## config.mk

```make
export PLATFORM = sky130hd
export DESIGN_NAME = croc_boot_ctrl
export DESIGN_NICKNAME = d
export VERILOG_FILES = /design/src/rtl/croc_pkg.sv /design/src/rtl/croc_debounce.sv /design/src/rtl/croc_boot_ctrl.sv
export SDC_FILE = /design/constraint.sdc
export NUM_CORES = 1
export LEC_CHECK = 0
export CAP_MARGIN = 15
export CORE_ASPECT_RATIO = 0.5
export CORE_MARGIN = 8
export CORE_UTILIZATION = 34
export DETAILED_ROUTE_END_ITERATION = 16
export PLACE_DENSITY = 0.58
export SLEW_MARGIN = 10
export SYNTH_ARGS = -nofsm -noshare
export SYNTH_HDL_FRONTEND = slang
export SYNTH_SLANG_ARGS = --single-unit
```

## constraint.sdc

```tcl
create_clock -name clk_i -period 2.7 [get_ports clk_i]
set_input_delay 0.81 -clock clk_i [delete_from_list [all_inputs] [get_ports clk_i]]
set_output_delay 0.81 -clock clk_i [all_outputs]
set_load 0.1 [all_outputs]
```

## src/rtl/croc_pkg.sv

```systemverilog
`default_nettype none
// ============================================================================
// croc_pkg -- shared types for the croc boot controller
// Rev 1.0
// ============================================================================
package croc_pkg;

  typedef enum logic [2:0] {
    WAIT_LOCK = 3'd0,
    RST_HOLD  = 3'd1,
    IDLE      = 3'd2,
    RUN       = 3'd3,
    DONE      = 3'd4,
    TIMEOUT   = 3'd5
  } boot_state_e;

  localparam int unsigned c_cnt_width = 32;

endpackage
`default_nettype wire

```

## src/rtl/croc_debounce.sv

```systemverilog
`default_nettype none
// ============================================================================
// croc_debounce -- accepts a new level after Cycles consecutive mismatches
// Rev 1.0
// ============================================================================
module croc_debounce
  import croc_pkg::*;
#(
  parameter int unsigned Cycles = 20000
) (
  input  logic clk_i,
  input  logic rst_i,
  input  logic d_i,
  output logic q_o
);

  localparam logic [c_cnt_width-1:0] c_last = c_cnt_width'(Cycles - 1);

  logic [c_cnt_width-1:0] r_cnt;
  logic                   r_q;

  // Any cycle where the input agrees with the accepted level restarts the run.
  always_ff @(posedge clk_i) begin
    if (rst_i) begin
      r_cnt <= '0;
      r_q   <= 1'b0;
    end else if (d_i == r_q) begin
      r_cnt <= '0;
    end else if (r_cnt == c_last) begin
      r_q   <= d_i;
      r_cnt <= '0;
    end else begin
      r_cnt <= r_cnt + 1'b1;
    end
  end

  assign q_o = r_q;

endmodule
`default_nettype wire

```

## src/rtl/croc_boot_ctrl.sv

```systemverilog
`default_nettype none
// ============================================================================
// croc_boot_ctrl -- sequences SoC reset and fetch enable from lock and switch
// Rev 1.0
// ============================================================================
module croc_boot_ctrl
  import croc_pkg::*;
#(
  parameter int unsigned RstHoldCycles  = 32,
  parameter int unsigned DebounceCycles = 20000,
  parameter int unsigned TimeoutCycles  = 0
) (
  input  logic        clk_i,
  input  logic        rst_i,
  input  logic        locked_i,
  input  logic        fetch_sw_i,
  input  logic        restart_i,
  input  logic        status_i,
  output logic        soc_rst_o,
  output logic        fetch_en_o,
  output logic        done_o,
  output logic        timeout_o,
  output logic [2:0]  state_o,
  output logic [31:0] run_cycles_o
);

  localparam logic [c_cnt_width-1:0] c_hold_last    = c_cnt_width'(RstHoldCycles - 1);
  localparam logic [c_cnt_width-1:0] c_timeout_last = c_cnt_width'(TimeoutCycles - 1);
  localparam logic                   c_timeout_en   = (TimeoutCycles != 0);

  logic                   r_lock_s1, r_lock_s2;
  logic                   r_sw_s1, r_sw_s2;
  logic                   w_sw_db;
  boot_state_e            r_state, w_state_next;
  logic [c_cnt_width-1:0] r_hold_cnt;
  logic [31:0]            r_run_cycles;
  logic                   w_hold_clr, w_run_clr;

  always_ff @(posedge clk_i) begin
    if (rst_i) begin
      r_lock_s1 <= 1'b0;
      r_lock_s2 <= 1'b0;
      r_sw_s1   <= 1'b0;
      r_sw_s2   <= 1'b0;
    end else begin
      r_lock_s1 <= locked_i;
      r_lock_s2 <= r_lock_s1;
      r_sw_s1   <= fetch_sw_i;
      r_sw_s2   <= r_sw_s1;
    end
  end

  croc_debounce #(
    .Cycles (DebounceCycles)
  ) u_debounce (
    .clk_i (clk_i),
    .rst_i (rst_i),
    .d_i   (r_sw_s2),
    .q_o   (w_sw_db)
  );

  // Lock loss beats restart, which beats each state's own exit.
  always_comb begin
    w_state_next = r_state;
    w_hold_clr   = 1'b0;
    w_run_clr    = 1'b0;
    if (!r_lock_s2) begin
      w_state_next = WAIT_LOCK;
    end else if (restart_i && (r_state != WAIT_LOCK)) begin
      w_state_next = RST_HOLD;
      w_hold_clr   = 1'b1;
    end else begin
      case (r_state)
        WAIT_LOCK: begin
          w_state_next = RST_HOLD;
          w_hold_clr   = 1'b1;
        end
        RST_HOLD: begin
          if (r_hold_cnt == c_hold_last) w_state_next = IDLE;
        end
        IDLE: begin
          if (w_sw_db) begin
            w_state_next = RUN;
            w_run_clr    = 1'b1;
          end
        end
        RUN: begin
          if (status_i) begin
            w_state_next = DONE;
          end else if (c_timeout_en && (r_run_cycles == c_timeout_last)) begin
            w_state_next = TIMEOUT;
          end else if (!w_sw_db) begin
            w_state_next = RST_HOLD;
            w_hold_clr   = 1'b1;
          end
        end
        DONE, TIMEOUT: begin
          if (!w_sw_db) begin
            w_state_next = RST_HOLD;
            w_hold_clr   = 1'b1;
          end
        end
        default: w_state_next = WAIT_LOCK;
      endcase
    end
  end

  always_ff @(posedge clk_i) begin
    if (rst_i) begin
      r_state      <= WAIT_LOCK;
      r_hold_cnt   <= '0;
      r_run_cycles <= '0;
    end else begin
      r_state <= w_state_next;
      if (w_hold_clr) begin
        r_hold_cnt <= '0;
      end else if (r_state == RST_HOLD) begin
        r_hold_cnt <= r_hold_cnt + 1'b1;
      end
      // Every cycle spent in RUN counts, including the one that leaves it.
      if (w_run_clr) begin
        r_run_cycles <= '0;
      end else if ((r_state == RUN) && (r_run_cycles != '1)) begin
        r_run_cycles <= r_run_cycles + 32'd1;
      end
    end
  end

  assign soc_rst_o    = (r_state == WAIT_LOCK) || (r_state == RST_HOLD);
  assign fetch_en_o   = (r_state == RUN) || (r_state == DONE) || (r_state == TIMEOUT);
  assign done_o       = (r_state == DONE);
  assign timeout_o    = (r_state == TIMEOUT);
  assign state_o      = r_state;
  assign run_cycles_o = r_run_cycles;

endmodule
`default_nettype wire

```

## Word-level counts from Yosys, hierarchy flattened

Cells that the tools add are included.

- Bits of input ports: 6
- ROM bits: 0
- Flip-flop bits (word level): 104
- Memories kept: 0
- Output and inout bits: 39
- RAM bits: 0
- Logic and storage cells: 59
- Bits in latches: 0

- Shift operators: 0
- $add $sub $neg: 3
- Mux-type cells: 15
- Bitwise logic cells: 2
- Reductions and logical operators: 16
- Eq/ne operators: 13
- Div/mod/pow operators: 0
- $mul: 0
- Order comparisons: 0

Operators with widths:

| kind | number |
|---|---|
| $add 32x1->32 const B | 3 |
| $eq 32x15->1 const B | 1 |
| $eq 32x5->1 const B | 1 |
| $ne 32x32->1 const B | 1 |
| $pmux 3 s5 | 1 |
| $mux 3 | 4 |
| $mux 1 | 9 |
| $reduce_or 2->1 | 4 |
| $eq 3x2->1 const B | 2 |
| $eq 3x3->1 const B | 2 |
| $reduce_and 2->1 | 3 |
| $reduce_or 3->1 | 2 |
| $eq 3x1->1 const B | 1 |
| $logic_not 3->1 | 1 |
| $logic_or 1x1->1 | 3 |
| $ne 3x2->1 const B | 1 |
| $ne 3x3->1 const B | 1 |
| $pmux 1 s3 | 1 |
| $reduce_bool 3->1 | 1 |
| $logic_and 1x1->1 | 2 |
| $ne 2x1->1 const B | 1 |
| $ne 2x2->1 const B | 1 |
| $not 1->1 | 2 |
| $eq 1x1->1 | 1 |

## Logic depth before layout (Yosys ltp)

- Depth after elaboration: 6
- Gate-level depth with buffers: 8
- Gate-level depth less buffers: 6

## Cells and area by module

Synthesis repeated with hierarchy kept, for this count alone.

- Cells, all modules: 616
- Area, all modules: 5,178.7 um^2

Modules (own cells, without submodules):

| module | cells an instance | instances | area an instance (um^2) | seq. area each (um^2) |
|---|---|---|---|---|
| croc_boot_ctrl | 422 | 1 | 3,547.2 | 1,421.4 |
| croc_debounce | 194 | 1 | 1,631.6 | 660.6 |

## Worst setup path before layout

OpenSTA, ideal clock, no wires.

- Kind: register -> output
- Start: register r_state[0], in the netlist state_o[0]
- End: output port timeout_o
- Data arrival time: 2.625 ns
- Data required time: 1.890 ns
- Buffers on the path: 1
- Setup slack: -0.735 ns
- Cell stages (with the launch flop): 4
- Path through: dfxtp_1 > clkbuf_1 > inv_1 > nor2_1

- Word-level cells in the longest chain between the ends: 1

RTL lines:

| item | RTL line | text |
|---|---|---|
| start, declared | croc_boot_ctrl.sv:34 | `boot_state_e r_state, w_state_next;` |
| start signal, assigned | croc_boot_ctrl.sv:114 | `r_state <= w_state_next;` |
| $eq 3x3->1 | croc_boot_ctrl.sv:132 | `assign timeout_o = (r_state == TIMEOUT);` |
| end, declared | croc_boot_ctrl.sv:22 | `output logic timeout_o,` |

Every way passes these cells.

## Worst setup path in the final report

- Start: register r_state[1], in the netlist state_o[1]
- End: output port fetch_en_o

- Word-level cells in the longest chain between the ends: 3
- Elaborated cells on any way between the ends: 5
- Those cells by class: 3 x eq/ne; 2 x reduce/logical

RTL lines:

| item | RTL line | text |
|---|---|---|
| $eq 3x2->1 or $eq 3x3->1 (tied branches) | croc_boot_ctrl.sv:130 | `assign fetch_en_o = (r_state == RUN) \|\| (r_state == DONE) \|\| (r_state == TIMEOUT);` |
| $logic_or 1x1->1 | croc_boot_ctrl.sv:130 |  |
| $logic_or 1x1->1 (*) | croc_boot_ctrl.sv:130 |  |
| end, declared | croc_boot_ctrl.sv:20 | `output logic fetch_en_o,` |

Mark *: on every way between the ends. The rest lies on a longest branch, timed or not.

==> impl_metrics.env <==
export IMPL_drive_above_1_share=0.155
export IMPL_skew_ns=0.00692
export IMPL_postCtsSetupBuffers=0
export IMPL_final_hold_viol_count=0
export IMPL_grt_max_degree=33
export IMPL_r2r_slack_ns=0.37
export IMPL_antenna_found_initial=0
export IMPL_yosysTopAreaCell="dfxtp_1"
export IMPL_grt_pass1_wl_um=18800
export IMPL_avgSynthCellArea_um2=8.40
export IMPL_clkTransAtPathRegs_ns=0.06
export IMPL_floorplan_initialDensity=0.346
export IMPL_cts_buffers=9
export IMPL_hold_path_class="flip-flop to flip-flop"
export IMPL_ys_seq_area_frac=0.419
export IMPL_cp_arrival_ns=1.55
export IMPL_intPower_w=0.00221
export IMPL_status="complete, no violations"
export IMPL_nets=650
export IMPL_avgRoutedWirePerCell_um=13.2
export IMPL_clkPwrFrac=0.435
export IMPL_grt_overflow_total=0
export IMPL_hpwl_um=7880
export IMPL_die_w_um=187
export IMPL_core_rowCount=31
export IMPL_num_antenna_cells=0
export IMPL_post_synth_num_cell_types=44
export IMPL_multiInputGateArea_um2=2740
export IMPL_power_frac_comb=0.022
export IMPL_fp_dieH_um=102
export IMPL_critPathSlowestCell="dfxtp_2"
export IMPL_drc=0
export IMPL_netlist_instances=592
export IMPL_crit_chain="nand3b_1 > buf_4 > nand2_2 > buf_12"
export IMPL_synth_main_ff_cell="dfxtp_1"
export IMPL_clockRootBuffer="clkbuf_16"
export IMPL_track_usage=0.118
export IMPL_synth_seq_cells=104
export IMPL_sw_frac_of_total=0.219
export IMPL_cp_max_fo=15
export IMPL_yosys_top_cells_count="dfxtp_1, nor2_1, nand2_1"
export IMPL_insertion_delay_ns=0.34
export IMPL_gp_congestion=0.768
export IMPL_synthesis_nets=601
export IMPL_tightest_slew_ns=0.501
export IMPL_critPathBufInv=2
export IMPL_slowest_delay_ns=0.51
export IMPL_crit_type="flip-flop to output port"
export IMPL_async_reset_ff_frac=0
export IMPL_cts_htree_levels=3
export IMPL_max_slew_margin=0.664
export IMPL_fill_cells=1417
export IMPL_max_cap_violations=0
export IMPL_finalCritPeriodShare=0.873
export IMPL_synth_area_um2=4970
export IMPL_slew_violations=0
export IMPL_rsz0062_at_grt="false"
export IMPL_dieArea_um2=19000
export IMPL_viasPerCell=5.14
export IMPL_p_seq_frac=0.543
export IMPL_boundaryPins=45
export IMPL_place_port_buffers=44
export IMPL_period_minus_slack_ns=2.36
export IMPL_peakVddDrop_mv=0.220
export IMPL_power_density_nw_per_um2=479
export IMPL_synthTopCellsByArea="dfxtp_1, nor2_1, xor2_1"
export IMPL_dr_first_iter_drc_count=219
export IMPL_cts_tree="yes"
export IMPL_drt_wl_total_um=11100
export IMPL_seqCellArea_um2=2100
export IMPL_core_area_um2=14400
export IMPL_cpLargestDelayFamily="flip-flops"
export IMPL_holdBufCountCts=0
export IMPL_drt_first_pass_iters=4
export IMPL_ys_warn_count=0
export IMPL_synth_top_cell_area_share=0.419
export IMPL_setup_viol=0
export IMPL_end_kind="output port"
export IMPL_leakage_nw=1.95
export IMPL_synth_most_common_cell="dfxtp_1"
export IMPL_syn_to_final_growth_pct=19.0
export IMPL_whs_ns=0.439
export IMPL_drtAntennaViolNets=0
export IMPL_clock_path_buffers=2
export IMPL_ctsResizeCount=0
export IMPL_cp_required_ns=1.89
export IMPL_timing_fmax_mhz=424
export IMPL_start_kind="flip-flop"
export IMPL_power_switching_w=0.000622
export IMPL_clock_sinks=104
export IMPL_first_global_vias=3959
export IMPL_fin_tns_setup_ns=0
export IMPL_vias=4334
export IMPL_synth_edff_count=0
==> state kept, by name, indices dropped and copies added, names as in the netlist <==
register,flops
run_cycles_o,32
u_debounce.q_o,1
r_sw_s2,1
r_lock_s1,1
state_o,3
r_hold_cnt,32
u_debounce.r_cnt,32
r_sw_s1,1
r_lock_s2,1
==> layer usage <==
layer | part of all wire | vias up | wire length [um] | track usage
met5 | 0 | - | 0 | 0
met4 | 0.0086 | 0 | 95 | 0.0297
met3 | 0.023 | 10 | 254 | 0.0309
met2 | 0.48 | 38 | 5360 | 0.205
met1 | 0.49 | 2043 | 5400 | 0.146
li1 | - | 2243 | - | -
==> stage by stage <==
stage	util	worst slack (ns)	total power, W	cell area [um^2]	cells
floorplan	-	-0.314	0.00161	5000	592
CTS	0.411	0.320	0.00288	5920	844
global placement	0.392	0.267	0.00164	5640	828
finish	0.411	0.343	0.00283	5920	844
detailed placement	0.392	0.232	0.00164	5640	828
global route	0.411	0.231	0.00296	5920	844
==> power by group through the flow <==
stage | Clock [W] | Combinational (W) | Sequential (W)
floorplan | 0 | 0.0000363 | 0.00158
CTS | 0.00128 | 0.0000633 | 0.00154
global placement | 0 | 0.0000627 | 0.00158
finish | 0.00123 | 0.0000625 | 0.00154
global route | 0.00135 | 0.0000684 | 0.00154
detailed placement | 0 | 0.0000633 | 0.00158
==> placed cells by master, fill, tap and decap left out, types with 4 or more instances in the layout <==
cell | synthesis | routed
a21oi_1 | 26 | 26
and2_1 | 8 | 8
and3_1 | 12 | 12
and4_1 | 12 | 12
buf_12 | 0 | 4
buf_4 | 0 | 51
clkbuf_16 | 0 | 9
clkdlybuf4s50_1 | 0 | 5
dfxtp_1 | 104 | 90
dfxtp_2 | 0 | 14
inv_1 | 9 | 9
nand2_1 | 46 | 45
nand3_1 | 30 | 30
nand4_1 | 36 | 36
nor2_1 | 75 | 72
nor2_2 | 2 | 5
nor2b_1 | 7 | 7
nor3_1 | 14 | 14
nor4_1 | 21 | 21
o211ai_1 | 11 | 11
o21ai_0 | 25 | 25
or3_1 | 27 | 27
or4_1 | 14 | 14
xnor2_1 | 29 | 29
xor2_1 | 30 | 30
==> kinds of logic (layout without fill, tap and decap cells) <==
kind of cell             count (synthesis)  count (layout)  synth area share
AO/OA/AOI/OAI                           76              76            0.0906
XOR/XNOR                                59              59             0.104
adder cells (fa/ha/maj)                  3               3           0.00755
buffers and inverters                   31              85            0.0320
flip-flops                             104             104             0.419
multiplexers                             3               3           0.00604
AND/OR/NAND/NOR                        316             316             0.341
==> final cells by class <==
| cell class | instances | share of cell area |
|---|---|---|
| sequential | 104 | 0.355 |
| multi-input combinational | 457 | 0.463 |
| inverter | 9 | 0.00571 |
| tap | 198 | 0.0419 |
| clock buffer | 10 | 0.0404 |
| timing repair buffer | 60 | 0.0867 |
| clock inverter | 6 | 0.00761 |
==> worst register-to-register path, cell delays in order (launching register included) <==
cell and delay, ns:
dfxtp_1 0.35, or4_1 0.52, or4_1 0.50, nor4_2 0.38
or3_1 0.21, buf_12 0.20, nor2_1 0.07
==> final timing paths <==
kind                     endpoint                  from  cells past startpoint
max reg2reg  u_debounce.r_cnt[23]  u_debounce.r_cnt[17]                      6
min reg2reg             r_lock_s2             r_lock_s1                      1
min                     r_lock_s2             r_lock_s1                      1
max                    fetch_en_o            state_o[1]                      4
No activity file was read; power rests on OpenSTA's default activity.
